### config.mk
export PLATFORM = sky130hd
export DESIGN_NAME = phase_sweep_gen_flat
export DESIGN_NICKNAME = d
export VERILOG_FILES = /design/src/rtl/phase_sweep_gen_if.sv /design/src/rtl/phase_sweep_gen.sv /design/src/flat_wrapper.sv
export SDC_FILE = /design/constraint.sdc
export NUM_CORES = 1
export LEC_CHECK = 0
export ABC_AREA = 1
export BUFFER_PORTS_ARGS = -buffer_cell sky130_fd_sc_hd__buf_2
export CAP_MARGIN = 20
export CORE_ASPECT_RATIO = 1.5
export CORE_UTILIZATION = 39
export DETAILED_ROUTE_END_ITERATION = 8
export PLACE_DENSITY = 0.69
export SYNTH_ARGS = -nofsm -noshare
export SYNTH_HDL_FRONTEND = slang
export SYNTH_SLANG_ARGS = --single-unit
### constraint.sdc
create_clock -name clk -period 2.9 [get_ports clk]
set_input_delay 0.435 -clock clk [delete_from_list [all_inputs] [get_ports clk]]
set_output_delay 0.435 -clock clk [all_outputs]
set_load 0.03 [all_outputs]
### src/rtl/phase_sweep_gen_if.sv
// Output beat bus of phase_sweep_gen: valid/ready handshake carrying phase word,
// function select and running sample index.
interface phase_sweep_gen_if #(
  parameter int PHASE_W = 16,
  parameter int SEL_W   = 7,
  parameter int CNT_W   = 32
) ();
  logic               out_valid;
  logic               out_ready;
  logic [PHASE_W-1:0] phase;
  logic [SEL_W-1:0]   func_sel;
  logic [CNT_W-1:0]   sample_idx;

  modport master (output out_valid, phase, func_sel, sample_idx, input out_ready);
  modport slave  (input out_valid, phase, func_sel, sample_idx, output out_ready);
endinterface

### src/rtl/phase_sweep_gen.sv
// Bounded, restartable phase sweep source for the sin/cos evaluator: emits
// num_samples phase words spaced by step, with SIN/COS select and sample index.
module phase_sweep_gen #(
  parameter int PHASE_W = 16,
  parameter int SEL_W   = 7,
  parameter int CNT_W   = 32
) (
  input  logic               clk,
  input  logic               rst_n,
  input  logic               start_i,
  input  logic               stop_i,
  input  logic [PHASE_W-1:0] step_i,
  input  logic [CNT_W-1:0]   num_samples_i,
  input  logic [1:0]         mode_i,
  output logic               busy_o,
  output logic               done_o,
  phase_sweep_gen_if.master  out_if
);

  typedef enum logic [1:0] {
    ST_IDLE = 2'b00,
    ST_RUN  = 2'b01,
    ST_DONE = 2'b10
  } state_e;

  localparam logic [1:0] MODE_SIN = 2'b01;
  localparam logic [1:0] MODE_COS = 2'b10;

  state_e             state_q, state_d;
  logic [PHASE_W-1:0] step_q, step_d;
  logic [PHASE_W-1:0] phase_q, phase_d;
  logic [CNT_W-1:0]   count_q, count_d;
  logic [CNT_W-1:0]   idx_q, idx_d;
  logic [1:0]         mode_q, mode_d;
  logic               sin_q, sin_d;
  logic               stop_pend_q, stop_pend_d;
  logic               valid_q, valid_d;
  logic               busy_q, busy_d;
  logic               done_q, done_d;
  logic               handshake_s;
  logic               last_s;
  logic               alt_s;

  assign handshake_s = valid_q && out_if.out_ready;
  assign last_s      = (idx_q == (count_q - CNT_W'(1)));
  // mode 11 behaves like 00 (alternate SIN/COS)
  assign alt_s       = (mode_q != MODE_SIN) && (mode_q != MODE_COS);

  // Next-state and datapath update for the sweep FSM
  always_comb begin
    state_d     = state_q;
    step_d      = step_q;
    phase_d     = phase_q;
    count_d     = count_q;
    idx_d       = idx_q;
    mode_d      = mode_q;
    sin_d       = sin_q;
    stop_pend_d = stop_pend_q;

    case (state_q)
      ST_IDLE: begin
        if (start_i) begin
          step_d  = step_i;
          count_d = num_samples_i;
          mode_d  = mode_i;
          phase_d = {PHASE_W{1'b0}};
          idx_d   = {CNT_W{1'b0}};
          sin_d   = (mode_i != MODE_COS);
          if (num_samples_i == {CNT_W{1'b0}}) begin
            state_d = ST_DONE;
          end else begin
            state_d = ST_RUN;
          end
        end else begin
          state_d = ST_IDLE;
        end
      end
      ST_RUN: begin
        if (handshake_s) begin
          if (last_s || stop_pend_q || stop_i) begin
            state_d = ST_DONE;
          end else begin
            phase_d = phase_q + step_q;
            idx_d   = idx_q + CNT_W'(1);
            sin_d   = alt_s ? ~sin_q : sin_q;
          end
        end else if (stop_i) begin
          // the offered beat is never withdrawn; the sweep ends once it is taken
          stop_pend_d = 1'b1;
        end else begin
          stop_pend_d = stop_pend_q;
        end
      end
      ST_DONE: begin
        stop_pend_d = 1'b0;
        state_d     = ST_IDLE;
      end
      default: begin
        state_d = ST_IDLE;
      end
    endcase

    valid_d = (state_d == ST_RUN);
    busy_d  = (state_d == ST_RUN);
    done_d  = (state_d == ST_DONE);
  end

  // State and output registers
  always_ff @(posedge clk or negedge rst_n) begin
    if (!rst_n) begin
      state_q     <= ST_IDLE;
      step_q      <= {PHASE_W{1'b0}};
      phase_q     <= {PHASE_W{1'b0}};
      count_q     <= {CNT_W{1'b0}};
      idx_q       <= {CNT_W{1'b0}};
      mode_q      <= 2'b00;
      sin_q       <= 1'b0;
      stop_pend_q <= 1'b0;
      valid_q     <= 1'b0;
      busy_q      <= 1'b0;
      done_q      <= 1'b0;
    end else begin
      state_q     <= state_d;
      step_q      <= step_d;
      phase_q     <= phase_d;
      count_q     <= count_d;
      idx_q       <= idx_d;
      mode_q      <= mode_d;
      sin_q       <= sin_d;
      stop_pend_q <= stop_pend_d;
      valid_q     <= valid_d;
      busy_q      <= busy_d;
      done_q      <= done_d;
    end
  end

  assign out_if.out_valid  = valid_q;
  assign out_if.phase      = phase_q;
  assign out_if.func_sel   = {{(SEL_W-1){1'b0}}, sin_q};
  assign out_if.sample_idx = idx_q;
  assign busy_o            = busy_q;
  assign done_o            = done_q;

endmodule

### src/flat_wrapper.sv
// flat-port wrapper written by rule: the top's interface ports become plain ports
module phase_sweep_gen_flat 
#(
  parameter int PHASE_W = 16,
  parameter int SEL_W   = 7,
  parameter int CNT_W   = 32
)
  (clk, rst_n, start_i, stop_i, step_i, num_samples_i, mode_i, busy_o, done_o, out_if_out_valid, out_if_phase, out_if_func_sel, out_if_sample_idx, out_if_out_ready);
  phase_sweep_gen_if #(.PHASE_W(PHASE_W), .SEL_W(SEL_W), .CNT_W(CNT_W)) out_if_i ();
  input  logic clk;
  input  logic rst_n;
  input  logic start_i;
  input  logic stop_i;
  input  logic [PHASE_W-1:0] step_i;
  input  logic [CNT_W-1:0] num_samples_i;
  input  logic [1:0] mode_i;
  output logic busy_o;
  output logic done_o;
  output wire logic [$bits(out_if_i.out_valid)-1:0] out_if_out_valid;
  output wire logic [$bits(out_if_i.phase)-1:0] out_if_phase;
  output wire logic [$bits(out_if_i.func_sel)-1:0] out_if_func_sel;
  output wire logic [$bits(out_if_i.sample_idx)-1:0] out_if_sample_idx;
  input wire logic [$bits(out_if_i.out_ready)-1:0] out_if_out_ready;
  assign out_if_out_valid = out_if_i.out_valid;
  assign out_if_phase = out_if_i.phase;
  assign out_if_func_sel = out_if_i.func_sel;
  assign out_if_sample_idx = out_if_i.sample_idx;
  assign out_if_i.out_ready = out_if_out_ready;
  phase_sweep_gen #(.PHASE_W(PHASE_W), .SEL_W(SEL_W), .CNT_W(CNT_W)) u_core (.clk(clk), .rst_n(rst_n), .start_i(start_i), .stop_i(stop_i), .step_i(step_i), .num_samples_i(num_samples_i), .mode_i(mode_i), .busy_o(busy_o), .done_o(done_o), .out_if(out_if_i));
endmodule
==> results.md <==
* Cell chain of the critical path: inv_1 -> ha_1 -> nand2_2 -> nor2_4 -> xor2_1 -> nand2_1 -> nor2_1 -> nand3_1 -> nor2_1 -> nand3_1 -> nand2_1 -> nand2_2 -> nand2_8 -> buf_16 -> nand2_1 -> o21ai_1
* Ys Warns at 0
* First-pass GRT wire length at 32,680 um
* Drt initial violations at 364
* IO Pins at 113
* Leakage at around 3.9 nW
* Die area at 18,940 um^2
* CP dominant cell by count: nand2_1
* Hold Path Class: in2async
* Setup TNS at 0 ns
* Number of setup buffers added after CTS at 0
* Largest net degree at the start of global routing at 73
* Row cnt at 60
* CP required at 3.19 ns
* CP arrival at between 2 and 3 ns
* Filler Cell Count at 1,795
* Die W at about 110 um
* Yosys reg bits at 104
* Grt ovf at 0
* Post-layout util at between 40% and 50%
* Root buffer cell: clkbuf_16
* Fin Clk Skew at approximately 0.011 ns
* # diodes at 0
* Synth Instances at approximately 1,000
* Commonest non-fill, non-tap cell in the layout: nand2_1
* Layout area overhead at 15.72%
* Element type at the critical path end: flop
* Max-slew headroom at 49.97%
* Wire per inst at about 16 um
* Clock sink count at 104
* Port bufs at 106
* Tmin final at 2.655 ns
* Run status: finished clean
* H-tree levels at 3
* Maximum vdd ir drop at 0.0005444 V
* Slowest CP cell: dfrtp_1
* Hold slack at 0.01222 ns
* Initial core utilization at between 30% and 40%
* Max Cap Viol at 0
* Max Slew Vio Count at 0
* R2r setup slk at between 0.2 and 0.25 ns
* Clock Path Buffers at 2
* Worst reg-to-reg path cell count at 16
* Worst-Skew Late Latency at around 0.36 ns
* Post-Place Cells at approximately 1.3k
* Setup crit start kind: flop
* Worst path top cell family by delay: simple AND/OR/NAND/NOR gates
* Syn avg cell area at ~7.3 um^2
* RSZ-0062 raised after global routing: no
* Die Height at 168.1 um
* Count of final hold-check violations at 0
* RePlAce Congestion at ~1
* Via count at 6,763
* Pre-Repair DR Iteration Count at 5
* HPWL Detailed at 16,500 um
* Slew @ Worst Pin at 0.7425 ns
* Cts hold-fix bufs at 0
* CP max stage delay at approximately 0.40 ns
* DRT Wirelength at 20,610 um
* Post-DRT Antenna Nets at 0
* Core area at 17,940 um^2
* Post-Syn Area at 7169 um^2
* Nets at 1,163
* Count of cell types in the netlist at 39
* GRT Overall Usage at 22.47%
* RR Endpoint: u_core.out_if.sample_idx[3]
* Initial antenna violation count at 0
* CTS tree: done
* Number of buffers and inverters on the critical path at 2
* Most frequent cells in the layout: nand2_1, buf_2, dfrtp_1
* Reg2Reg Launch Point: u_core.count_q[1]
* Power per cell area at 876.3 nW/um^2
* Seq/Total Area, Yosys at 36.30%
* CTS buffer count at 9
* Via-per-instance ratio at around 5.2
* Crit path max fanout at 37
* Clock-pin transition on the worst setup and hold timing paths at 0.08 ns
* Vias in the first global route at 6,593
* Final Setup Violations at 0
* FMAX at 376.7 MHz
* Worst Setup Path Type: reg2reg
* Crit share post-route at 91.54%
* # DRC at 0
* Share of layout cells above drive strength 1 at 21.19%
* Final instance count without filler cells at about 1.3k
## where the power goes
part / internal [mW] / leakage [nW] / total, mW / switching [mW]
registers: 1.92 / 1.31 / 2.44 / 0.514
logic: 1.32 / 2.48 / 3.48 / 2.16
clock network: 0.765 / 0.153 / 1.35 / 0.588
## sequential cells by signal (all words and copies together), names as in the netlist
signal / count
u_core.out_if.out_valid: 1
u_core.state_q: 2
u_core.step_q: 16
u_core.done_o: 1
u_core.out_if.phase: 16
u_core.count_q: 32
u_core.stop_pend_q: 1
u_core.mode_q: 2
u_core.sin_q: 1
u_core.out_if.sample_idx: 32
## kinds of logic (layout without fill, tap and decap cells)
| kind of cell | count (synthesis) | count (layout) | synth area share, % |
|---|---|---|---|
| adder cells (fa/ha/maj) | 18 | 18 | 3.246 |
| buffers and inverters | 124 | 228 | 7.801 |
| XOR/XNOR | 38 | 38 | 4.642 |
| AND/OR/NAND/NOR | 548 | 548 | 33.82 |
| AO/OA/AOI/OAI | 124 | 124 | 9.581 |
| flip-flops | 104 | 104 | 36.30 |
| multiplexers | 29 | 29 | 4.555 |
| other | 1 | 6 | 0.05231 |
## area by class of cell
class                      count  area, um^2  share of cell area (%)
multi-input combinational    763        4053                   48.85
sequential                   104        2603                   31.37
timing repair buffer         124       713.2                   8.596
inverter                      88       330.3                   3.981
tap                          217       271.5                   3.273
clock buffer                   9       225.2                   2.715
clock inverter                 7       101.3                   1.222
## repair_timing
item                                    CTS  global route
hold endpoints to repair                  0             0
endpoints found under the setup margin    0            41
gates resized for setup                   0             6
## worst max-delay path by stage
stage                                 from                            to  slack, ns  depth (start not counted)
CTS                     u_core.count_q[21]   u_core.out_if.sample_idx[5]       0.18                         18
floorplan           u_core.out_if.phase[2]       u_core.out_if.phase[15]       0.60                         12
global placement         u_core.count_q[0]  u_core.out_if.sample_idx[25]       0.22                         16
detailed placement      u_core.count_q[21]   u_core.out_if.sample_idx[5]       0.21                         18
global route             u_core.count_q[0]  u_core.out_if.sample_idx[19]      0.009                         16
finish                   u_core.count_q[1]   u_core.out_if.sample_idx[3]       0.25                         16
## through the flow
step                      power, mW  setup slack, ns  instance area [um^2]
after floorplan               5.033           0.5997                  7188
after global placement        5.844           0.2238                  7939
after detailed placement      5.912           0.2075                  7939
after CTS                     7.301           0.1765                  8265
after global routing          7.865         0.009236                  8297
final                         7.270           0.2452                  8297
## layer usage
layer,up-vias,GRT usage [%],wire length (um)
met1,3140,24.01,7788
li1,3395,-,-
met3,61,3.096,652
met4,0,13.51,1077
met5,-,0,0
met2,167,41.52,11090
## synth_stat cells, drive strengths merged
| library cell | n | share of area, % |
|---|---|---|
| nand3b | 13 | 1.4 |
| nand3 | 75 | 5.3 |
| inv | 87 | 4.6 |
| a21o | 2 | 0.21 |
| mux2 | 29 | 4.6 |
| conb | 1 | 0.052 |
| nand4 | 12 | 1.0 |
| buf | 21 | 2.4 |
| fa | 1 | 0.28 |
| nor4b | 2 | 0.24 |
| xnor2 | 15 | 1.8 |
| dfrtp | 104 | 36 |
| xor2 | 23 | 2.8 |
| nor3b | 1 | 0.10 |
| nor2 | 114 | 6.5 |
| and2 | 1 | 0.087 |
| nor4 | 10 | 0.87 |
| o21bai | 4 | 0.42 |
| o21ai | 82 | 6.4 |
| a21boi | 1 | 0.10 |
| or2 | 19 | 1.7 |
| a21oi | 35 | 2.4 |
| nand2 | 284 | 15 |
| clkbuf | 15 | 0.80 |
| ha | 17 | 3.0 |
| clkinv | 1 | 0.052 |
| nor3 | 17 | 1.2 |
(Power assumes the default switching activity.)
